`src/rtl/mem_arbiter_pkg.sv`:
```
// Shared types for the N-master memory bus arbiter.
package mem_arbiter_pkg;

  typedef enum logic {
    IDLE   = 1'b0,
    ACTIVE = 1'b1
  } arb_state_t;

endpackage

```
`src/rtl/rr_priority_picker.sv`:
```
// Combinational request picker: rotating priority from a pointer, or fixed
// priority with index 0 highest.
module rr_priority_picker #(
  parameter  int NUM_REQ = 3,
  localparam int IDX_W   = (NUM_REQ > 1) ? $clog2(NUM_REQ) : 1
) (
  input  logic [NUM_REQ-1:0] req,
  input  logic [IDX_W-1:0]   ptr,
  input  logic               rr_mode,
  output logic [IDX_W-1:0]   winner,
  output logic               valid
);

  // Scan candidates in priority order; the first requester found wins.
  always_comb begin
    int               cand;
    logic [IDX_W-1:0] cand_idx;
    cand     = 0;
    cand_idx = '0;
    winner   = '0;
    valid    = 1'b0;
    for (int k = 0; k < NUM_REQ; k++) begin
      cand     = rr_mode ? (int'(ptr) + k) % NUM_REQ : k;
      cand_idx = IDX_W'(cand);
      if (!valid && req[cand_idx]) begin
        valid  = 1'b1;
        winner = cand_idx;
      end
    end
  end

endmodule

```
`src/rtl/mem_arbiter_n.sv`:
```
// N-master to single-slave memory bus arbiter with round-robin or fixed
// priority and per-master bus lock for atomic sequences.
module mem_arbiter_n
  import mem_arbiter_pkg::*;
#(
  parameter  int NUM_MASTERS = 3,
  parameter  int ADDR_WIDTH  = 19,
  parameter  int DATA_WIDTH  = 16,
  parameter  int ROUND_ROBIN = 1,
  localparam int BYTES       = DATA_WIDTH / 8,
  localparam int GRANT_W     = (NUM_MASTERS > 1) ? $clog2(NUM_MASTERS) : 1
) (
  input  logic                              clk,
  input  logic                              reset,
  input  logic [NUM_MASTERS*ADDR_WIDTH-1:0] m_addr,
  input  logic [NUM_MASTERS*DATA_WIDTH-1:0] m_data_out,
  input  logic [NUM_MASTERS-1:0]            m_wr_en,
  input  logic [NUM_MASTERS*BYTES-1:0]      m_bytesel,
  input  logic [NUM_MASTERS-1:0]            m_access,
  input  logic [NUM_MASTERS-1:0]            m_lock,
  output logic [NUM_MASTERS-1:0]            m_ack,
  output logic [DATA_WIDTH-1:0]             m_data_in,
  output logic [ADDR_WIDTH-1:0]             s_addr,
  output logic [DATA_WIDTH-1:0]             s_data_out,
  input  logic [DATA_WIDTH-1:0]             s_data_in,
  output logic                              s_access,
  input  logic                              s_ack,
  output logic                              s_wr_en,
  output logic [BYTES-1:0]                  s_bytesel,
  output logic [GRANT_W-1:0]                grant_id,
  output logic                              busy
);

  localparam logic [GRANT_W-1:0] LAST_ID = GRANT_W'(NUM_MASTERS - 1);

  arb_state_t         state_q, state_d;
  logic [GRANT_W-1:0] grant_q, grant_d;
  logic [GRANT_W-1:0] ptr_q, ptr_d;
  logic [GRANT_W-1:0] pick_idx;
  logic [GRANT_W-1:0] after_grant;
  logic               pick_valid;
  logic               release_bus;

  logic [ADDR_WIDTH-1:0] addr_slice  [NUM_MASTERS];
  logic [DATA_WIDTH-1:0] data_slice  [NUM_MASTERS];
  logic [BYTES-1:0]      bytes_slice [NUM_MASTERS];

  for (genvar i = 0; i < NUM_MASTERS; i++) begin : g_slice
    assign addr_slice[i]  = m_addr[i*ADDR_WIDTH +: ADDR_WIDTH];
    assign data_slice[i]  = m_data_out[i*DATA_WIDTH +: DATA_WIDTH];
    assign bytes_slice[i] = m_bytesel[i*BYTES +: BYTES];
  end

  rr_priority_picker #(
    .NUM_REQ (NUM_MASTERS)
  ) u_picker (
    .req     (m_access),
    .ptr     (ptr_q),
    .rr_mode (ROUND_ROBIN != 0),
    .winner  (pick_idx),
    .valid   (pick_valid)
  );

  // Slave-side mux follows the registered grant even in IDLE; s_access qualifies it.
  assign busy       = (state_q == ACTIVE);
  assign grant_id   = grant_q;
  assign s_access   = busy & m_access[grant_q];
  assign s_addr     = addr_slice[grant_q];
  assign s_data_out = data_slice[grant_q];
  assign s_bytesel  = bytes_slice[grant_q];
  assign s_wr_en    = m_wr_en[grant_q];
  assign m_data_in  = s_data_in;

  assign after_grant = (grant_q == LAST_ID) ? '0 : grant_q + 1'b1;

  // An unlocked master gives up the bus on completion or when it withdraws its request.
  assign release_bus = !m_lock[grant_q] && (s_ack || !m_access[grant_q]);

  always_comb begin
    m_ack          = '0;
    m_ack[grant_q] = s_ack & s_access;
  end

  always_ff @(posedge clk) begin
    if (reset) begin
      state_q <= IDLE;
      grant_q <= '0;
      ptr_q   <= '0;
    end else begin
      state_q <= state_d;
      grant_q <= grant_d;
      ptr_q   <= ptr_d;
    end
  end

  always_comb begin
    state_d = state_q;
    grant_d = grant_q;
    ptr_d   = ptr_q;
    case (state_q)
      IDLE: begin
        if (pick_valid) begin
          grant_d = pick_idx;
          state_d = ACTIVE;
        end
      end
      ACTIVE: begin
        if (release_bus) begin
          state_d = IDLE;
          ptr_d   = after_grant;
        end
      end
    endcase
  end

endmodule
```
`config.mk`:
```
export PLATFORM = sky130hd
export DESIGN_NAME = mem_arbiter_n
export DESIGN_NICKNAME = d
export VERILOG_FILES = /design/src/rtl/mem_arbiter_pkg.sv /design/src/rtl/rr_priority_picker.sv /design/src/rtl/mem_arbiter_n.sv
export SDC_FILE = /design/constraint.sdc
export NUM_CORES = 1
export LEC_CHECK = 0
export BUFFER_PORTS_ARGS = -buffer_cell sky130_fd_sc_hd__buf_4
export CAP_MARGIN = 30
export CORE_ASPECT_RATIO = 0.5
export CORE_MARGIN = 2
export CORE_UTILIZATION = 34
export CTS_BUF_LIST = sky130_fd_sc_hd__clkbuf_8
export DETAILED_ROUTE_END_ITERATION = 10
export PLACE_DENSITY = 0.88
export SLEW_MARGIN = 10
export SYNTH_ARGS = -nofsm -noshare
export SYNTH_HDL_FRONTEND = slang
export SYNTH_SLANG_ARGS = --single-unit
```
`constraint.sdc`:
```
create_clock -name clk -period 5.4 [get_ports clk]
set_input_delay 0.27 -clock clk [delete_from_list [all_inputs] [get_ports clk]]
set_output_delay 0.27 -clock clk [all_outputs]
set_load 0.01 [all_outputs]
```
==> impl_results.md, run 1 <==
- Synth area leader: mux2i_1
- Max capacitance violation total: 0
- First-pass GRT wire length: approximately 9100 um
- Starting density of the core: 36.3%
- Number of max-slew violations in the final report: 0
- Rows: 16
- Drt pass-1 iters: 4
- Initial antenna violation count: 0
- Hold Path Class: input port to flop
- Number of I/O pins: 200
- Tmin final: approximately 2400 ps
- Worst Setup End Kind: primary output
- Arrival time worst endpoint: about 2100 ps
- Start of the worst register-to-register path: ptr_q[0]
- Critical Path Source: grant_id[0]
- Die area: 4840 um2
- Post-DRT Antenna Nets: 0
- Core ar.: between 4000 and 5000 um2
- Worst R2R Setup Slack: 3360 ps
- Sequential cell area fraction in the yosys report: between 6 and 7%
- Core Util, Final: approximately two thirds
- Worst slew margin: between 40% and 50%
- TritonCTS Sinks: 5
- Status: complete, no violations
- Total grt overflow: 0
- Crit path cell chain: buf_4 > mux2i_1 > o2bb2ai_2 > and2_1 > and3_1 > buf_4
- Detailed router's first-iteration violation count: 65
- Worst-path clk slew: roughly 40 ps
- Leakage: 1.23 nW
- Worst setup path class: flop to primary output
- Most common cell after layout, fill and taps aside: buf_4
- R2R Path End: grant_id[1]
- Most frequent cells in the layout: buf_4 (169), mux2i_1 (46), nand2_1 (41), o21ai_1 (38)
- Worst-Skew Late Latency: around 220 ps
- Worst Setup EP: m_ack[0]
- CTS root buf: clkbuf_8
- Flops & latches, synth: 5
- CP peak stage delay: around 570 ps
- Critical path depth: 6
- Syn Std Cell Area: around 1500 um2
- Port bufs: approximately 170
- RSZ-0062 raised after global routing: false
- Crit path launch type: flop
- CTS Buf Count: 3
- Top cells by area, synth: mux2i_1 (32%), o21ai_1 (13%), nand2_1 (11%)
- Worst reg-to-reg path cell count: 6
- DRC: 0
- CP dominant cell by count: buf_4
- Fmax: a little over 400 MHz
- Final Hold Slack: 279 ps
- GRT Total Usage: 24.0%
- Final period util: roughly 45%
- DR vias: approximately 2000
- CTS H-tree lvls: 1
- N_diodes: 0
- Die Width: 96.4 um
- Cell Pwr Density: between 200 and 250 nW/um2
- CP required: 5130 ps
- Layout cells sized above 1: a little over half
- CP Max Fanout: 44
- CP delay by family, top: buffers and inverters
- Detailed-route wire length per cell: roughly 16 um
- Via density per instance: about 5.1
- Hold path cells: 2
- Routed WL: between 6000 and 7000 um
- Largest net degree at the start of global routing: 45
- Synth-to-Final Area Change: 81.2%
- Max clock buf depth: 2
- DPL Wire Length: about 5200 um
- Post-synth cell types: 31
- Hold Fails Final Rpt: 0
- Clock Skew: roughly 4.1 ps
- Syn nets: 349
- GPL Wtd Cong: around 0.87
- Max IR drop VDD: 0.133 mV
- Syn_area_per_cell: 7.02 um2
- CP max stage cell: buf_4
- # setup viols final: 0
- CTS tree: built
- Buffer and inverter count on the worst path: 2
- Die H: about 50 um
- Number of global-route vias before repair: roughly 1900
- Nets: between 400 and 500
- YS warnings: 0
- Final setup TNS: 0 ps
- Worst Tran Pin Value: ~890 ps
- Yosys top cell area share: a little under a third
- Post-CTS sizing: 0
- Hold buffers post-CTS: 0
- Mapped Cells: between 200 and 250
- Setup bufs post-CTS: 0
[power by group]
group | switching, mW | internal, mW | total (mW) | leakage (nW)
clock | 0.0180 | 0.0487 | 0.0667 | 0.0269
sequential | 0.00554 | 0.0434 | 0.0489 | 0.0415
combinational | 0.234 | 0.246 | 0.479 | 1.17
total | 0.257 | 0.338 | 0.595 | 1.23
[per-layer routing]
metal,GRT usage [%],vias up,wire length [um]
li1,-,993,-
met2,46.3,83,3440
met3,3.75,36,361
met4,14.3,0,320
met5,0,-,0
met1,24.3,936,2170
[logic make-up after synthesis]
kind of cell	after synthesis	synth area share, %
buffers and inverters	37	15.2
and+or+nand+nor	65	20.7
adders and majority gates	3	2.58
DFF	5	6.89
muxes	47	32.5
AOI/OAI and AO/OA	50	22.1
[worst min path at each step]
stage	to	startpoint
finish	ptr_q[0]	reset
global placement	ptr_q[0]	reset
floorplan	ptr_q[0]	reset
detailed placement	ptr_q[1]	reset
global route	ptr_q[0]	reset
CTS	ptr_q[0]	reset
[sequential cells by signal (all words and copies together) (netlist names)]
register / flops
grant_id: 2
busy: 1
ptr_q: 2
[layout make-up]
| cell class | count | area (um2) |
|---|---|---|
| Multi-Input combinational cell | 165 | 1130 |
| Clock inverter | 1 | 3.75 |
| Fill cell | 341 | 1370 |
| Sequential cell | 5 | 101 |
| Timing Repair Buffer | 169 | 1270 |
| Clock buffer | 3 | 41.3 |
| Tap cell | 54 | 67.6 |
| Inverter | 5 | 18.8 |
[synthesized netlist by cell type (all sizes together)]
cell,count
and2,3
nand2b,2
mux2,1
nor2,6
o221ai,1
o22a,1
nand2,41
a21o,1
buf,25
inv,5
nor3,4
mux2i,46
o21ai,40
o41ai,1
a21oi,2
dfxtp,5
nor2b,3
ha,3
nand3b,3
and3,3
o2bb2ai,1
clkbuf,7
a211oi,1
o32ai,2
[through the flow]
step	std cells	setup slack [ps]	cell area [um2]	total power [mW]
6_report	402	2990	2630	0.595
5_1_grt	402	2860	2630	0.633
4_1_cts	402	3010	2630	0.596
3_5_place_dp	398	3230	2590	0.528
3_3_place_gp	398	3310	2590	0.514
2_1_floorplan	207	3620	1450	0.315
[worst reg2reg max path, stage by stage, from the launching register on]
cell     delay, ps
dfxtp_1        390
inv_1           70
ha_1           480
mux2i_1        280
o32ai_2        130
o21ai_2        220
mux2_2         370
No activity file was read; power rests on OpenSTA's default activity.
==> inputs of run 2 (changes only) <==
--- a/config.mk
+++ b/config.mk
@@ -5,14 +5,15 @@
 export SDC_FILE = /design/constraint.sdc
 export NUM_CORES = 1
 export LEC_CHECK = 0
+export ABC_AREA = 1
 export BUFFER_PORTS_ARGS = -buffer_cell sky130_fd_sc_hd__buf_4
 export CAP_MARGIN = 30
 export CORE_ASPECT_RATIO = 0.5
 export CORE_MARGIN = 2
-export CORE_UTILIZATION = 34
+export CORE_UTILIZATION = 31
 export CTS_BUF_LIST = sky130_fd_sc_hd__clkbuf_8
 export DETAILED_ROUTE_END_ITERATION = 10
-export PLACE_DENSITY = 0.88
+export PLACE_DENSITY = 0.84
 export SLEW_MARGIN = 10
 export SYNTH_ARGS = -nofsm -noshare
 export SYNTH_HDL_FRONTEND = slang
==> constraint.sdc (replaced) <==
create_clock -name clk -period 2.3 [get_ports clk]
set_input_delay 0.115 -clock clk [delete_from_list [all_inputs] [get_ports clk]]
set_output_delay 0.115 -clock clk [all_outputs]
set_load 0.01 [all_outputs]
==> run 2 against run 1 <==
Via count up 12%. Utilization down 1.5 points. Count of clock-buffer cells in the layout unchanged. Sequential share of layout area about the same. Hold slack worse by 69 ps. First-iteration DRC count up 65%. Setup slack worse by 2600 ps. Wire length down 4.7%. Critical path depth up 3. Clock power up 140%. Highest routed layer unchanged.
==> impl_results.md, run 2 <==
- Hold Fails Final Rpt: 0
- Flops & latches, synth: 5
- GPL Wtd Cong: 0.869
- Hold path cells: 4
- Synth area leader: nand2_1
- Die H: approximately 51 um
- CTS H-tree lvls: 1
- Worst-Skew Late Latency: 220 ps
- Starting density of the core: about 33%
- GRT Total Usage: between 20% and 30%
- Top-count cell post-synth: nand2_1
- Highest metal used: met4
- Die area: a little under 5000 um2
- Synth-to-Final Area Change: 91.9%
- Met2 routed WL: roughly 3000 um
- Start of the worst register-to-register path: ptr_q[0]
- Top cells by area, synth: nand2_1 (41%), nand3_1 (18%), buf_4 (10%)
- Most used DFF post-synth: dfxtp_1
- Number of synthesized flops with an enable pin: 0
- CP Max Fanout: 11
- Worst Hold End: grant_id[1]
- Syn_area_per_cell: about 4.8 um2
- Largest net degree at the start of global routing: 35
- Cell Pwr Density: roughly 900 nW/um2
- Leakage: roughly 1.5 nW
- Yosys top cell area share: 40.7%
- Max IR drop VDD: about 0.39 mV
- CTS root buf: clkbuf_8
- DRC: 0
- Die Width: 97.2 um
- RSZ-0062 raised after global routing: false
- Number of I/O pins: 200
- Detailed-route wire length per cell: 12.4 um
- Worst Setup End Kind: primary output
- Rows: 16
- Internal cell power: approximately 1.1 mW
- # setup viols final: 0
- R2R Path End: grant_id[0]
- YS warnings: 0
- Initial antenna violation count: 0
- Max clock buf depth: 2
- Asr flop ratio synth: 0%
- Hold Path Class: input port to flop
- Core ar.: between 4000 and 5000 um2
- Sw frac: around 50%
- CP dominant cell by count: nand2_1
- Critical Path Source: grant_id[1]
- Worst slew margin: between 60% and 70%
- Arrival time worst endpoint: 1790 ps
- Clock network power share: under 10%
- Worst reg-to-reg path cell count: 8
- Fmax: 526 MHz
- Post-CTS sizing: 0
- TritonCTS Sinks: 5
- CP required: roughly 2200 ps
- Syn Std Cell Area: 1350 um2
- Layout cells sized above 1: 43.9%
- Post-DRT Antenna Nets: 0
- Hold Crit Start: reset
- Synth cell count leaders: nand2_1 (146), nand3_1 (48), buf_4 (18)
- Via density per instance: roughly 4.7
- DPL Wire Length: ~5000 um
- Worst setup path class: flop to primary output
- Tmin final: about 1900 ps
- Worst-path clk slew: about 40 ps
- Status: complete, no violations
- Hold buffers post-CTS: 0
- Setup bufs post-CTS: 0
- Final setup TNS: 0 ps
- Nets: approximately 570
- CTS Buf Count: 3
- Routed WL: approximately 6000 um
- Total power: about 2.3 mW
- Routed length on met1: between 2000 and 2500 um
- Max capacitance violation total: 0
- Worst R2R Setup Slack: 610 ps
- CTS tree: built
- First-pass GRT wire length: 9270 um
- Number of max-slew violations in the final report: 0
- Clock Skew: around 4.9 ps
- Most common cell after layout, fill and taps aside: buf_4
- N_diodes: 0
- Combinational cell fraction of total power: 86.2%
- Crit path cell chain: inv_2 > nor2_2 > nand2_1 > o211ai_1 > nand2_1 > inv_2 > nand2_1 > nor2_1 > buf_4
- Number of global-route vias before repair: a little over 2000
- Sequential power share: slightly below 7%
- Wire length on met3: around 420 um
- CP max stage cell: nor2_2
- Drt pass-1 iters: 5
- Port bufs: 167
- Syn nets: about 420
- P_sw: approximately 1.1 mW
- Final period util: 82.7%
- Detailed router's first-iteration violation count: roughly 110
- Crit path launch type: flop
- Post-synth cell types: 20
- CP peak stage delay: 420 ps
- Fill cells: about 360
- DR vias: around 2300
- Mapped Cells: 282
- Most frequent cells in the layout: buf_4 (168), nand2_1 (146), nand3_1 (48), inv_1 (14), nor2_1 (13)
- Total grt overflow: 0
- Sequential cell area fraction in the yosys report: under 10%
- Worst Tran Pin Value: ~530 ps
[run 2: cells by family after synthesis]
kind of cell	share of synthesized area (%)
compound gates	4.28
simple gates	66.8
buf+inv	18.7
flops	7.44
fa+ha+maj	2.79
[run 2: how the worst max path moves through the flow]
stage                       end  slack (ps)  cells after the start
floorplan           grant_id[0]         840                     11
global placement    grant_id[0]         740                     11
detailed placement     m_ack[1]         640                      9
CTS                    m_ack[1]         410                      9
global route           m_ack[2]         200                      9
finish                 m_ack[1]         400                      9
[run 2: area by class of cell]
type	instances	area, um2	share of cell area (%)
Timing Repair Buffer	170	1300	50.4
Multi-Input combinational cell	229	995	38.5
Sequential cell	5	100	3.87
Inverter	20	75.1	2.91
Tap cell	54	67.6	2.62
Clock buffer	3	41.3	1.60
Clock inverter	1	3.75	0.145
[run 2: per-layer routing]
| layer | up-vias | GRT usage, % |
|---|---|---|
| met1 | 1020 | 27.0 |
| li1 | 1157 | - |
| met2 | 95 | 41.4 |
| met4 | 0 | 6.34 |
| met5 | - | 0 |
| met3 | 14 | 4.18 |
[run 2: critical path: cells and delay by family (launching register included)]
family,cells,cell delay [ps]
AND/OR/NAND/NOR,5,800
buffers and inverters,3,260
flip-flops,1,390
AO/OA/AOI/OAI,1,130
[run 2: power by group through the flow]
stage	registers [mW]	logic [mW]	clock network, mW
6_report	0.156	1.96	0.158
5_1_grt	0.161	2.15	0.167
3_5_place_dp	0.156	1.96	0
3_3_place_gp	0.152	1.92	0
2_1_floorplan	0.157	1.09	0
4_1_cts	0.154	1.97	0.161
[run 2: per-stage QoR]
step / setup WS, ps / instance area, um2 / util, % / hold slack (ps) / instances
final: 399 / 2580 / 64.2 / 210 / 482
after detailed placement: 645 / 2540 / 63.1 / 230 / 478
after CTS: 407 / 2580 / 64.2 / 211 / 482
after floorplan: 837 / 1350 / - / 302 / 282
after global placement: 737 / 2540 / 63.1 / 230 / 478
after global routing: 200 / 2580 / 64.2 / 230 / 482
